## config.mk

```make
export PLATFORM = sky130hd
export DESIGN_NAME = hrange_sum
export DESIGN_NICKNAME = d
export VERILOG_FILES = /design/src/rtl/hrange_sum_pkg.sv /design/src/rtl/hrange_sum_hrange.sv /design/src/rtl/hrange_sum.sv
export SDC_FILE = /design/constraint.sdc
export NUM_CORES = 1
export LEC_CHECK = 0
export BUFFER_PORTS_ARGS = -buffer_cell sky130_fd_sc_hd__buf_4
export CORE_MARGIN = 4
export CORE_UTILIZATION = 53
export DETAILED_ROUTE_END_ITERATION = 10
export PLACE_DENSITY = 0.84
export SLEW_MARGIN = 0
export SYNTH_ARGS = -nofsm -noshare
export SYNTH_HDL_FRONTEND = slang
export SYNTH_SLANG_ARGS = --single-unit
```

## constraint.sdc

```tcl
create_clock -name _clock -period 6.3 [get_ports _clock]
set_input_delay 1.575 -clock _clock [delete_from_list [all_inputs] [get_ports _clock]]
set_output_delay 1.575 -clock _clock [all_outputs]
set_load 0.05 [all_outputs]
```

## src/rtl/hrange_sum_pkg.sv

```systemverilog
// ============================================================================
// hrange_sum_pkg : shared state encoding, default width and range test helper
// Revision 1.0
// ============================================================================
`default_nettype none

package hrange_sum_pkg;

  localparam int unsigned HR_WIDTH = 32;

  localparam logic [1:0] ST_IDLE_ENC  = 2'd0;
  localparam logic [1:0] ST_RUN_ENC   = 2'd1;
  localparam logic [1:0] ST_DRAIN_ENC = 2'd2;

  typedef enum logic [1:0] {
    ST_IDLE  = ST_IDLE_ENC,
    ST_RUN   = ST_RUN_ENC,
    ST_DRAIN = ST_DRAIN_ENC
  } gen_state_e;

  // Value is one bit wider than the range bounds so stepping past the
  // largest representable value cannot wrap back into the range.
  function automatic logic in_range(
    input logic signed [HR_WIDTH:0]   val,
    input logic signed [HR_WIDTH-1:0] lim,
    input logic signed [HR_WIDTH-1:0] stp
  );
    logic r;
    r = 1'b0;
    if (stp > 0)
      r = (val < lim);
    else if (stp < 0)
      r = (val > lim);
    return r;
  endfunction

endpackage

`default_nettype wire

```

## src/rtl/hrange_sum_hrange.sv

```systemverilog
// ============================================================================
// hrange : range generator (base, limit, step) with start/ready/valid/done
// Revision 1.0
// ============================================================================
`default_nettype none

module hrange
  import hrange_sum_pkg::*;
#(
  parameter int WIDTH = HR_WIDTH
) (
  input  logic                    _clock,
  input  logic                    _reset,
  input  logic signed [WIDTH-1:0] base,
  input  logic signed [WIDTH-1:0] limit,
  input  logic signed [WIDTH-1:0] step,
  input  logic                    _start,
  input  logic                    _ready,
  output logic                    _valid,
  output logic                    _done,
  output logic signed [WIDTH-1:0] _0
);

  gen_state_e state_q, state_d;
  logic done_q, done_d;
  logic valid_q, valid_d;
  logic signed [WIDTH-1:0] cur_q, cur_d;
  logic signed [WIDTH-1:0] limit_q, limit_d;
  logic signed [WIDTH-1:0] step_q, step_d;
  logic signed [WIDTH:0]   next_ext;

  always_comb begin
    state_d  = state_q;
    done_d   = 1'b0;
    valid_d  = valid_q;
    cur_d    = cur_q;
    limit_d  = limit_q;
    step_d   = step_q;
    next_ext = {cur_q[WIDTH-1], cur_q} + {step_q[WIDTH-1], step_q};

    if (_start) begin
      cur_d   = base;
      limit_d = limit;
      step_d  = step;
      if (in_range({base[WIDTH-1], base}, limit, step)) begin
        valid_d = 1'b1;
        state_d = ST_RUN;
      end else begin
        valid_d = 1'b0;
        done_d  = 1'b1;
        state_d = ST_IDLE;
      end
    end else if (state_q == ST_RUN && valid_q && _ready) begin
      if (in_range(next_ext, limit_q, step_q)) begin
        cur_d = next_ext[WIDTH-1:0];
      end else begin
        valid_d = 1'b0;
        done_d  = 1'b1;
        state_d = ST_IDLE;
      end
    end
  end

  always_ff @(posedge _clock) begin
    if (_reset) begin
      state_q <= ST_IDLE;
      done_q  <= 1'b0;
    end else begin
      state_q <= state_d;
      done_q  <= done_d;
    end
  end

  // Valid and data deliberately survive reset; the consumer gates on state.
  always_ff @(posedge _clock) begin
    valid_q <= valid_d;
    cur_q   <= cur_d;
    limit_q <= limit_d;
    step_q  <= step_d;
  end

  assign _valid = valid_q;
  assign _done  = done_q;
  assign _0     = cur_q;

endmodule

`default_nettype wire

```

## src/rtl/hrange_sum.sv

```systemverilog
// ============================================================================
// hrange_sum : yields each hrange item together with its running total
// Revision 1.0
// ============================================================================
`default_nettype none

module hrange_sum
  import hrange_sum_pkg::*;
#(
  parameter int WIDTH = HR_WIDTH
) (
  input  logic                    _clock,
  input  logic                    _reset,
  input  logic signed [WIDTH-1:0] base,
  input  logic signed [WIDTH-1:0] limit,
  input  logic signed [WIDTH-1:0] step,
  input  logic                    _start,
  input  logic                    _ready,
  output logic                    _valid,
  output logic                    _done,
  output logic signed [WIDTH-1:0] _0,
  output logic signed [WIDTH-1:0] _1
);

  gen_state_e state_q, state_d;
  logic valid_q, valid_d;
  logic done_q, done_d;
  logic signed [WIDTH-1:0] out0_q, out0_d;
  logic signed [WIDTH-1:0] out1_q, out1_d;
  logic signed [WIDTH-1:0] acc_q, acc_d;
  logic signed [WIDTH-1:0] sum;

  logic                    child_ready;
  logic                    child_valid;
  logic                    child_done;
  logic signed [WIDTH-1:0] child_0;

  hrange #(.WIDTH(WIDTH)) u_hrange (
    ._clock (_clock),
    ._reset (_reset),
    .base   (base),
    .limit  (limit),
    .step   (step),
    ._start (_start),
    ._ready (child_ready),
    ._valid (child_valid),
    ._done  (child_done),
    ._0     (child_0)
  );

  assign child_ready = (state_q == ST_RUN) && (!valid_q || _ready);
  assign sum         = acc_q + child_0;

  always_comb begin
    state_d = state_q;
    valid_d = valid_q;
    done_d  = 1'b0;
    out0_d  = out0_q;
    out1_d  = out1_q;
    acc_d   = acc_q;

    if (_start) begin
      acc_d   = '0;
      valid_d = 1'b0;
      state_d = ST_RUN;
    end else begin
      unique case (state_q)
        ST_RUN: begin
          if (valid_q && _ready)
            valid_d = 1'b0;
          if (child_valid && child_ready) begin
            out0_d  = child_0;
            out1_d  = sum;
            acc_d   = sum;
            valid_d = 1'b1;
          end else if (child_done) begin
            if (!valid_q || _ready) begin
              done_d  = 1'b1;
              valid_d = 1'b0;
              state_d = ST_IDLE;
            end else begin
              state_d = ST_DRAIN;
            end
          end
        end
        ST_DRAIN: begin
          if (_ready) begin
            done_d  = 1'b1;
            valid_d = 1'b0;
            state_d = ST_IDLE;
          end
        end
        default: begin
          state_d = ST_IDLE;
        end
      endcase
    end
  end

  always_ff @(posedge _clock or posedge _reset) begin
    if (_reset) begin
      state_q <= ST_IDLE;
      valid_q <= 1'b0;
      done_q  <= 1'b0;
      out0_q  <= '0;
      out1_q  <= '0;
      acc_q   <= '0;
    end else begin
      state_q <= state_d;
      valid_q <= valid_d;
      done_q  <= done_d;
      out0_q  <= out0_d;
      out1_q  <= out1_d;
      acc_q   <= acc_d;
    end
  end

  assign _valid = valid_q;
  assign _done  = done_q;
  assign _0     = out0_q;
  assign _1     = out1_q;

endmodule

`default_nettype wire

```

==> metrics.csv, run 1 <==
stage;metric;value;unit
status;status;completed;
yosys;ranking of synthesized cells by area;edfxtp_1 (24%), dfrtp_1 (20%), ha_1 (13%);
flow_run;MaxCap Viol Count;0;
global_route;largest net degree at the start of global routing;83;
sta;RSZ-0062 raised after global routing;no;
finish;# diodes;0;
clock_tree;cts hold-fix bufs;0;
floorplan;Die W;160;um
worst_setup_path;WP buf/inv;1;
yosys;top cell type's share of synthesized area;23.8;%
clock_tree;clock latency at the later pin of the worst-skew pair;0.45;ns
sta;Tcrit/Tclk final;85.9;%
finish;layout cells sized above 1;17.4;%
routing;Final ANT Viol Nets;0;
worst_setup_path;Reg2Reg Setup Slack;0.89;ns
yosys;syn_area_per_cell;9.69;um^2
clock_tree;clk slew on worst S/H paths;0.08;ns
finish;most frequent cells in the layout;nand2_1 (260), buf_4 (175), ha_1 (130);
sta;final hold slack;0.478;ns
worst_setup_path;largest delay contributor family on the critical path;compound AO/OA/AOI/OAI gates;
floorplan;placeable core area;22700;um^2
clock_tree;H-tree depth;4;
global_route;number of global-route vias before repair;9942;
clock_tree;Num Clock Sinks;199;
sta;Peak Freq;185;MHz
finish;multi-input logic area;6360;um^2
sta;Worst Tran Pin Value;1.02;ns
clock_tree;Resized Gates After CTS;0;
yosys;register area share after synthesis;44.5;%
yosys;top cell type by total area after synthesis;edfxtp_1;
sta;final hold vios;0;
sta;Slew Limit Fails;0;
worst_setup_path;slowest CP cell;nor4_1;
sta;TNS Setup;0;ns
routing;routed length per instance;18.9;um
routing;via/cell ratio;5.94;
worst_setup_path;max incr delay on CP;0.50;ns
finish;# nets final;1659;
place;cell count after placement;1693;
clock_tree;postcts setup bufs;0;
floorplan;Initial Util;54.0;%
sta;Layout Skew;0.0137;ns
worst_setup_path;Worst Setup End Kind;register;
floorplan;Die Area;25600;um^2
power;power per cell area;378;nW/um^2
sta;Final min period;5.41;ns
floorplan;row count;55;
yosys;Async S/R FF share, synth;50.3;%
floorplan;# IOs;166;
yosys;Syn Std Cell Area;12300;um^2
yosys;flops & latches, synth;199;
clock_tree;CTS tree;built;
global_route;global-route usage over all layers;25.3;%
yosys;cell count after synthesis;1265;
finish;Reg area;5460;um^2
worst_setup_path;most used cell, CP;ha_1;
clock_tree;clk buf depth;2;
finish;non-filler cells, final;1725;
routing;total number of vias;10300;
routing;Post-route DRC;0;
yosys;Syn Nets;1497;
power;Tot Pwr;5.44;mW
global_route;GRT Residual Overflow;0;
yosys;Synth Warn #;0;
yosys;Top FF cell, synth;dfrtp_1;
power;Worst VDD drop;154;uV
routing;TritonRoute pass-1 iters;5;
finish;P&R area growth vs syn;17.2;%
global_route;antenna violations before repair;0;
sta;final count of negative-setup-slack endpoints;0;
min_path;Hold WC Path Type;register to register;
yosys;Unique masters post-synth;72;
clock_tree;TritonCTS buffer count;17;
place;DP Wirelength;25200;um
power;Lkg Pwr;6.87;nW
worst_setup_path;crit start category;register;
global_route;global-route wire length before repair;52200;um
place;GP Congestion;0.882;
floorplan;Chip Height;160;um
worst_setup_path;CP Class;register to register;
worst_setup_path;CP required;6.43;ns
finish;most common cell after layout, fill and taps aside;nand2_1;
routing;final WL;32600;um
place;Port Buf Inserts;165;
worst_setup_path;worst-path fanout max;17;
clock_tree;CTS root buffer;clkbuf_16;
yosys;Post-synth EDFFs;97;
worst_setup_path;crit path cell chain;ha_1, fa_1, a21oi_1, nor2_1, o311a_1, o211a_1, o31ai_1, o21ai_1, xnor2_1, ha_1, nand3_1, nor4_1, nand4_1, o2111ai_1, a31oi_1, mux2i_1, o21ai_2, buf_4;
worst_setup_path;Crit path arrival time;5.54;ns
finish;fillers;1857;
sta;Worst slew margin;32.0;%
routing;DR iter-0 viols;1148;
## path summary, 6_finish.rpt
kind | startpoint | to | depth (start not counted)
worst max-delay path | u_hrange._0[0] | u_hrange._0[17] | 18
worst min-delay path | _0[22] | _0[22] | 2
worst max register to register | u_hrange._0[0] | u_hrange._0[17] | 18
worst min register to register | _0[22] | _0[22] | 2
max in group asynchronous | _reset | acc_q[26] | 3
min in group asynchronous | _reset | _0[1] | 2
## layer usage
layer | up-vias | global-route usage [%] | wire length, um
met5 | - | 0 | 0
met1 | 4830 | 36.1 | 14300
met3 | 52 | 4.03 | 2520
li1 | 4880 | - | -
met4 | 0 | 6.84 | 760
met2 | 492 | 40.5 | 15000
## metrics by stage
stage / utilization [%] / instance area (um^2) / setup slack, ns
floorplan: - / 12300 / 0.549
global placement: 60.9 / 13800 / 1.15
detailed placement: 60.9 / 13800 / 0.994
CTS: 63.3 / 14400 / 0.940
global route: 63.3 / 14400 / 0.604
finish: 63.3 / 14400 / 0.890
## registers in the layout, summed over array words and instances, names as in the netlist
register	count
u_hrange.state_q	1
_1	32
u_hrange._valid	1
u_hrange.step_q	32
u_hrange.limit_q	32
_0	32
u_hrange._done	1
_done	1
u_hrange._0	32
state_q	2
acc_q	32
_valid	1
## cell type report
type	count	area share [%]
clock buffers	18	2.99
clock inverters	14	0.818
flip-flops and latches	199	38.0
repair buffers	175	9.14
multi-input cells	944	44.3
inverters	90	2.37
well taps	285	2.48
## power breakdown
group / switching (mW) / internal (mW) / total [mW]
logic: 1.65 / 0.897 / 2.55
registers: 0.193 / 1.66 / 1.85
clock network: 0.524 / 0.516 / 1.04
total: 2.37 / 3.07 / 5.44
## worst register-to-register path, cell delays in order, from the launching register on
cell,delay (ns)
edfxtp_1,0.45
ha_1,0.27
fa_1,0.42
a21oi_1,0.21
nor2_1,0.09
o311a_1,0.41
o211a_1,0.26
o31ai_1,0.49
o21ai_1,0.14
xnor2_1,0.16
ha_1,0.30
nand3_1,0.12
nor4_1,0.50
nand4_1,0.21
o2111ai_1,0.23
a31oi_1,0.13
mux2i_1,0.23
o21ai_2,0.19
buf_4,0.27
## Yosys cell counts (14+ instances only)
cell type	count
ha_1	130
edfxtp_1	97
xnor2_1	31
nand2_1	261
xor2_1	14
nor3_1	14
mux2_2	28
a21o_1	30
dfrtp_1	100
nor2_1	43
a21oi_1	98
inv_1	89
nor4_1	18
nand3_1	26
o21ai_0	39
nand4_1	22
clkbuf_1	25
## kinds of logic (layout without fill, tap and decap cells)
family,after synthesis,count (layout),share of synthesized area [%]
AOI/OAI and AO/OA,290,290,15.6
muxes,32,32,2.90
adders and majority gates,132,132,13.6
buffers and inverters,122,297,3.74
and+or+nand+nor,444,444,16.2
DFF,199,199,44.5
xor gates and xnor gates,46,46,3.40
Power figures use the tool's default switching activity.
==> inputs of run 2 (changes only) <==
--- a/config.mk
+++ b/config.mk
@@ -10,6 +10,7 @@
 export CORE_UTILIZATION = 53
 export DETAILED_ROUTE_END_ITERATION = 10
 export PLACE_DENSITY = 0.84
+export REMOVE_ABC_BUFFERS = 1
 export SLEW_MARGIN = 0
 export SYNTH_ARGS = -nofsm -noshare
 export SYNTH_HDL_FRONTEND = slang
==> run 2 against run 1 <==
Combinational power about the same. First-iteration DRC count decreased by 13%. Clock-buffer cell count increased by 2. Register-to-register slack got worse by 0.16 ns. Clock skew decreased by 0.0054 ns. Design area increased by 0.46%. Critical path depth unchanged. Total power increased by 2.3%. Via count increased by 1.2%. Sequential share of layout area decreased by 0.17 points. Highest routed layer unchanged.
==> metrics.csv, run 2 (synthesized netlist as in run 1, its figures left out) <==
stage;metric;value;unit;change
worst_setup_path;Worst Reg-to-Reg Cells;18;;unchanged
sta;final count of negative-setup-slack endpoints;0;;unchanged
clock_tree;Num Clock Sinks;199;;unchanged
clock_tree;postcts setup bufs;0;;unchanged
clock_tree;clk buf depth;2;;unchanged
sta;Peak Freq;180;MHz;-2.9%
place;pre-CTS setup slack;0.864;ns;-0.131 ns
global_route;global-route wire length before repair;52900;um;+1.3%
finish;P&R area growth vs syn;17.8;%;
clock_tree;CTS tree;built;;
finish;# nets final;1658;;-0.060%
worst_setup_path;slowest CP cell;o31ai_1;;
place;Port Buf Inserts;165;;unchanged
global_route;global-route usage over all layers;25.5;%;+0.16 points
routing;final WL;33200;um;+1.8%
routing;Final ANT Viol Nets;0;;unchanged
worst_setup_path;FF-to-FF End;u_hrange._0[30];;
routing;DR iter-0 viols;1004;;-13%
worst_setup_path;CP required;6.40;ns;-0.03 ns
worst_setup_path;crit path cell chain;ha_1, fa_1, a21oi_1, nor2_1, o311a_1, o211a_1, o31ai_1, o21ai_1, xnor2_1, ha_1, nand3_1, nor4_1, nand4_1, o2111ai_1, a31oi_1, mux2i_1, o21ai_2, buf_4;;
routing;via/cell ratio;6.02;;+1.2%
sta;Layout Skew;0.00831;ns;-0.00540 ns
floorplan;Initial Util;54.0;%;unchanged
power;Lkg Pwr;6.91;nW;+0.54%
floorplan;Chip Height;160;um;unchanged
sta;Worst slew margin;40.6;%;+8.6 points
floorplan;placeable core area;22700;um^2;unchanged
worst_setup_path;Reg2Reg Setup Slack;0.73;ns;-0.16 ns
global_route;largest net degree at the start of global routing;73;;-12%
min_path;Hold EP;_1[18];;
routing;TritonRoute pass-1 iters;6;;+1
sta;Final min period;5.57;ns;+0.160 ns
min_path;Hold WC Path Type;register to register;;
global_route;GRT Residual Overflow;0;;unchanged
power;power per cell area;385;nW/um^2;+1.8%
worst_setup_path;CP Class;register to register;;
clock_tree;clk slew on worst S/H paths;0.07;ns;about the same
global_route;antenna violations before repair;0;;unchanged
worst_setup_path;most used cell, CP;ha_1;;
finish;most frequent cells in the layout;nand2_1 (260), buf_4 (174), ha_1 (130);;
flow_run;MaxCap Viol Count;0;;unchanged
sta;Worst Tran Pin Value;0.891;ns;-0.129 ns
sta;Slew Limit Fails;0;;unchanged
power;Worst VDD drop;186;uV;+21%
finish;layout cells sized above 1;17.4;%;about the same
clock_tree;CTS root buffer;clkbuf_16;;
worst_setup_path;Worst Setup End Kind;register;;
finish;most common cell after layout, fill and taps aside;nand2_1;;
min_path;Worst Hold Launch;_1[18];;
clock_tree;clock latency at the later pin of the worst-skew pair;0.44;ns;about the same
worst_setup_path;max incr delay on CP;0.47;ns;-0.03 ns
global_route;number of global-route vias before repair;10300;;+3.1%
worst_setup_path;FF-to-FF Start;u_hrange._0[0];;
sta;final worst slack;0.731;ns;-0.160 ns
sta;Tcrit/Tclk final;88.4;%;+2.5 points
worst_setup_path;crit start category;register;;
clock_tree;H-tree depth;4;;unchanged
routing;total number of vias;10400;;+1.2%
floorplan;# IOs;166;;unchanged
clock_tree;cts hold-fix bufs;0;;unchanged
clock_tree;Resized Gates After CTS;0;;unchanged
worst_setup_path;worst-path fanout max;28;;+11
routing;Post-route DRC;0;;unchanged
clock_tree;TritonCTS buffer count;17;;unchanged
floorplan;row count;55;;unchanged
sta;final hold vios;0;;unchanged
routing;routed length per instance;19.3;um;+1.8%
place;area of placed instances;13800;um^2;about the same
status;status;completed;;
finish;# diodes;0;;unchanged
place;GP Congestion;0.917;;+4.0%
min_path;Hold Path Depth;2;;unchanged
worst_setup_path;Crit path arrival time;5.67;ns;+0.13 ns
finish;cell area after layout;14400;um^2;+0.46%
floorplan;Die Area;25600;um^2;unchanged
place;DP Wirelength;25400;um;+0.78%
floorplan;Die W;160;um;unchanged
sta;RSZ-0062 raised after global routing;no;;
## run 2: cell types whose count changed in the layout (fill, tap and decap cells not counted)
| cell | before | now |
|---|---|---|
| clkinv_4 | 5 | 2 |
| clkinv_2 | 0 | 4 |
| clkbuf_8 | 0 | 1 |
| clkinvlp_4 | 2 | 1 |
| bufinv_16 | 0 | 4 |
| clkbuf_1 | 1 | 2 |
| buf_4 | 175 | 174 |
| inv_6 | 2 | 1 |
| clkinv_1 | 3 | 1 |
| inv_8 | 3 | 0 |
## run 2: layout make-up
| type | instances | area [um^2] |
|---|---|---|
| Sequential cell | 199 | 5460 |
| Inverter | 90 | 340 |
| Clock inverter | 12 | 174 |
| Timing Repair Buffer | 174 | 1310 |
| Fill cell | 1825 | 8270 |
| Tap cell | 285 | 357 |
| Clock buffer | 20 | 447 |
| Multi-Input combinational cell | 944 | 6360 |
## run 2: stage by stage
step / instances / setup TNS (ns) / util [%] / power, mW / hold WS [ns]
after floorplan: 1233 / -10.14 / - / 3.59 / 0.456
after global placement: 1692 / 0 / 60.8 / 4.29 / 0.463
after detailed placement: 1692 / 0 / 60.8 / 4.36 / 0.465
after CTS: 1724 / 0 / 63.6 / 5.54 / 0.482
after global routing: 1724 / 0 / 63.6 / 5.85 / 0.499
final: 1724 / 0 / 63.6 / 5.56 / 0.476
## run 2: worst max-delay path by stage
stage	end	start	depth (start not counted)	slack (ns)
floorplan	u_hrange._0[0]	u_hrange._0[0]	18	-0.32
global placement	u_hrange._0[29]	u_hrange._0[0]	19	1.08
detailed placement	u_hrange._0[27]	u_hrange._0[0]	18	0.86
CTS	u_hrange._0[22]	u_hrange._0[0]	18	0.76
global route	u_hrange._0[30]	u_hrange._0[0]	18	0.38
finish	u_hrange._0[30]	u_hrange._0[0]	18	0.73
## run 2: critical path, delay by kind of cell, from the launching register on
kind / cells / cell delay [ns]
muxes: 1 / 0.22
buffers and inverters: 1 / 0.41
xor gates and xnor gates: 1 / 0.18
adders and majority gates: 3 / 1.01
AOI/OAI and AO/OA: 8 / 2.14
and+or+nand+nor: 4 / 0.79
DFF: 1 / 0.44
## run 2: per-layer routing
metal | global-route usage (%) | vias up | share of wire [%] | routed length, um
li1 | - | 4881 | - | -
met1 | 33.5 | 4919 | 41 | 13800
met2 | 42.2 | 480 | 48 | 15800
met3 | 3.97 | 93 | 7.0 | 2340
met4 | 10.4 | 0 | 3.8 | 1270
met5 | 0 | - | 0 | 0
## run 2: where the power goes
group	internal, mW	leakage (nW)	total (mW)	switching (mW)
registers	1.66	2.25	1.86	0.202
logic	0.894	4.35	2.53	1.64
clock network	0.675	0.304	1.17	0.498
==> inputs of run 3 (changes only) <==
--- a/config.mk
+++ b/config.mk
@@ -5,12 +5,12 @@
 export SDC_FILE = /design/constraint.sdc
 export NUM_CORES = 1
 export LEC_CHECK = 0
-export BUFFER_PORTS_ARGS = -buffer_cell sky130_fd_sc_hd__buf_4
+export BUFFER_PORTS_ARGS = -buffer_cell sky130_fd_sc_hd__buf_2
+export CORE_ASPECT_RATIO = 1.25
 export CORE_MARGIN = 4
 export CORE_UTILIZATION = 53
 export DETAILED_ROUTE_END_ITERATION = 10
 export PLACE_DENSITY = 0.84
-export REMOVE_ABC_BUFFERS = 1
 export SLEW_MARGIN = 0
 export SYNTH_ARGS = -nofsm -noshare
 export SYNTH_HDL_FRONTEND = slang
==> run 3 against run 2 <==
Die area about the same. Routed wire length shrank 0.28%. Clock-buffer cell count shrank 3. Critical path type unchanged. Setup slack gained 0.15 ns. Total power shrank 2.8%. Largest power group unchanged. Largest cell class unchanged.
==> metrics.csv, run 3 (synthesized netlist as in run 1, its figures left out) <==
stage;metric;value;unit;change
clock_tree;clk buf depth;2;;unchanged
power;power per cell area;385;nW/um^2;about the same
finish;P&R area growth vs syn;14.5;%;
clock_tree;CTS tree;built;;
clock_tree;CTS root buffer;clkbuf_16;;
floorplan;Chip Height;178;um;+11%
global_route;global-route wire length before repair;52700;um;-0.39%
worst_setup_path;crit start category;register;;
min_path;Hold WC Path Type;register to register;;
worst_setup_path;CP Class;register to register;;
power;Lkg Pwr;6.79;nW;-1.7%
clock_tree;TritonCTS buffer count;17;;unchanged
sta;final worst slack;0.884;ns;+0.154 ns
finish;most frequent cells in the layout;nand2_1 (260), buf_2 (164), ha_1 (130);;
worst_setup_path;Worst Reg-to-Reg Cells;18;;unchanged
min_path;Hold Path Depth;2;;unchanged
finish;cell area after layout;14000;um^2;-2.8%
sta;Peak Freq;185;MHz;+2.8%
power;Worst VDD drop;220;uV;+18%
clock_tree;Resized Gates After CTS;0;;unchanged
clock_tree;Num Clock Sinks;199;;unchanged
global_route;number of global-route vias before repair;10400;;+1.0%
routing;total number of vias;10300;;-0.37%
min_path;Hold EP;_0[30];;
clock_tree;H-tree depth;4;;unchanged
floorplan;Die W;144;um;-10%
clock_tree;cts hold-fix bufs;0;;unchanged
status;status;completed;;
worst_setup_path;Crit path arrival time;5.54;ns;-0.13 ns
finish;most common cell after layout, fill and taps aside;nand2_1;;
finish;# diodes;0;;unchanged
finish;Core Util, Final;62.3;%;-1.3 points
sta;Final min period;5.42;ns;-0.154 ns
routing;TritonRoute pass-1 iters;8;;+2
global_route;GRT Residual Overflow;0;;unchanged
clock_tree;clk slew on worst S/H paths;0.08;ns;about the same
worst_setup_path;FF-to-FF End;u_hrange._0[23];;
global_route;global-route usage over all layers;26.2;%;+0.77 points
sta;final count of negative-setup-slack endpoints;0;;unchanged
place;DP Wirelength;25600;um;+1.1%
sta;final hold vios;0;;unchanged
worst_setup_path;Worst Setup End Kind;register;;
sta;Slew Limit Fails;0;;unchanged
floorplan;# IOs;166;;unchanged
min_path;Worst Hold Launch;_0[30];;
routing;Post-route DRC;0;;unchanged
sta;Tcrit/Tclk final;86.0;%;-2.4 points
finish;# nets final;1660;;+0.12%
sta;Worst slew margin;42.7;%;+2.1 points
clock_tree;postcts setup bufs;0;;unchanged
place;Port Buf Inserts;165;;unchanged
worst_setup_path;Reg2Reg Setup Slack;0.88;ns;+0.15 ns
routing;via/cell ratio;5.99;;-0.37%
worst_setup_path;FF-to-FF Start;u_hrange._0[0];;
sta;TNS Setup;0;ns;unchanged
flow_run;MaxCap Viol Count;0;;unchanged
place;pre-CTS setup slack;1.09;ns;+0.230 ns
global_route;antenna violations before repair;0;;unchanged
place;GP Congestion;0.985;;+7.4%
place;area of placed instances;13400;um^2;-2.9%
floorplan;placeable core area;22500;um^2;-0.85%
routing;final WL;33100;um;-0.28%
floorplan;Die Area;25600;um^2;about the same
floorplan;row count;61;;+11%
sta;RSZ-0062 raised after global routing;no;;
sta;Worst Tran Pin Value;0.860;ns;-0.0313 ns
worst_setup_path;CP required;6.43;ns;+0.03 ns
finish;layout cells sized above 1;17.6;%;+0.25 points
routing;DR iter-0 viols;889;;-11%
worst_setup_path;worst-path fanout max;18;;-36%
routing;Final ANT Viol Nets;0;;unchanged
global_route;largest net degree at the start of global routing;72;;-1.4%
sta;Layout Skew;0.0129;ns;+0.00456 ns
clock_tree;clock latency at the later pin of the worst-skew pair;0.45;ns;about the same
routing;routed length per instance;19.2;um;-0.28%
floorplan;Initial Util;54.4;%;+0.46 points
## run 3: cell count changes in the layout (fill, tap and decap cells not counted)
cell,change
clkbuf_1,-2
clkbuf_8,-1
buf_4,-162
inv_8,+4
clkinv_4,-1
inv_6,+3
clkinv_8,+1
clkinv_2,-3
bufinv_16,-2
buf_2,+164
clkinvlp_4,+1
## run 3: report_power, final
part | internal, mW | switching [mW]
clock | 0.605 | 0.549
sequential | 1.66 | 0.185
combinational | 0.781 | 1.63
## run 3: layout make-up
| type | instances | area, um^2 |
|---|---|---|
| Timing Repair Buffer | 176 | 911 |
| Multi-Input combinational cell | 944 | 6360 |
| Clock inverter | 15 | 185 |
| Inverter | 90 | 340 |
| Fill cell | 1829 | 8480 |
| Tap cell | 283 | 354 |
| Clock buffer | 17 | 425 |
| Sequential cell | 199 | 5460 |
## run 3: worst max path at each step
| stage | startpoint | endpoint | slack, ns | cells past startpoint |
|---|---|---|---|---|
| after floorplan | u_hrange._0[0] | u_hrange._0[0] | 0.55 | 18 |
| after global placement | u_hrange._0[0] | u_hrange._0[21] | 1.28 | 18 |
| after detailed placement | u_hrange._0[0] | u_hrange._0[21] | 1.09 | 18 |
| after CTS | u_hrange._0[0] | u_hrange._0[17] | 0.98 | 18 |
| after global routing | u_hrange._0[0] | u_hrange._0[24] | 0.62 | 18 |
| final | u_hrange._0[0] | u_hrange._0[23] | 0.88 | 18 |
## run 3: critical path, stage by stage (launching register included)
cell and delay (ns):
edfxtp_1 0.44, ha_1 0.29, fa_1 0.44, a21oi_1 0.21
nor2_1 0.08, o311a_1 0.40, o211a_1 0.25, o31ai_1 0.50
o21ai_1 0.14, xnor2_1 0.19, ha_1 0.33, nand3_1 0.15
nor4_1 0.41, nand4_1 0.17, o2111ai_1 0.23, a31oi_1 0.13
mux2i_1 0.23, o21ai_2 0.21, buf_4 0.28
## run 3: through the flow
stage | power (mW) | instances | hold slack [ns]
floorplan | 3.60 | 1265 | 0.456
global placement | 4.19 | 1692 | 0.455
detailed placement | 4.23 | 1692 | 0.459
CTS | 5.40 | 1724 | 0.477
global route | 5.73 | 1724 | 0.489
finish | 5.41 | 1724 | 0.475
## run 3: routing by layer
metal  global-route usage (%)  wire length (um)  up-vias
met4                     10.6              1280        0
li1                         -                 -     4877
met5                        0                 0        -
met2                     45.2             16600      468
met1                     32.9             13200     4893
met3                     3.94              2120       97
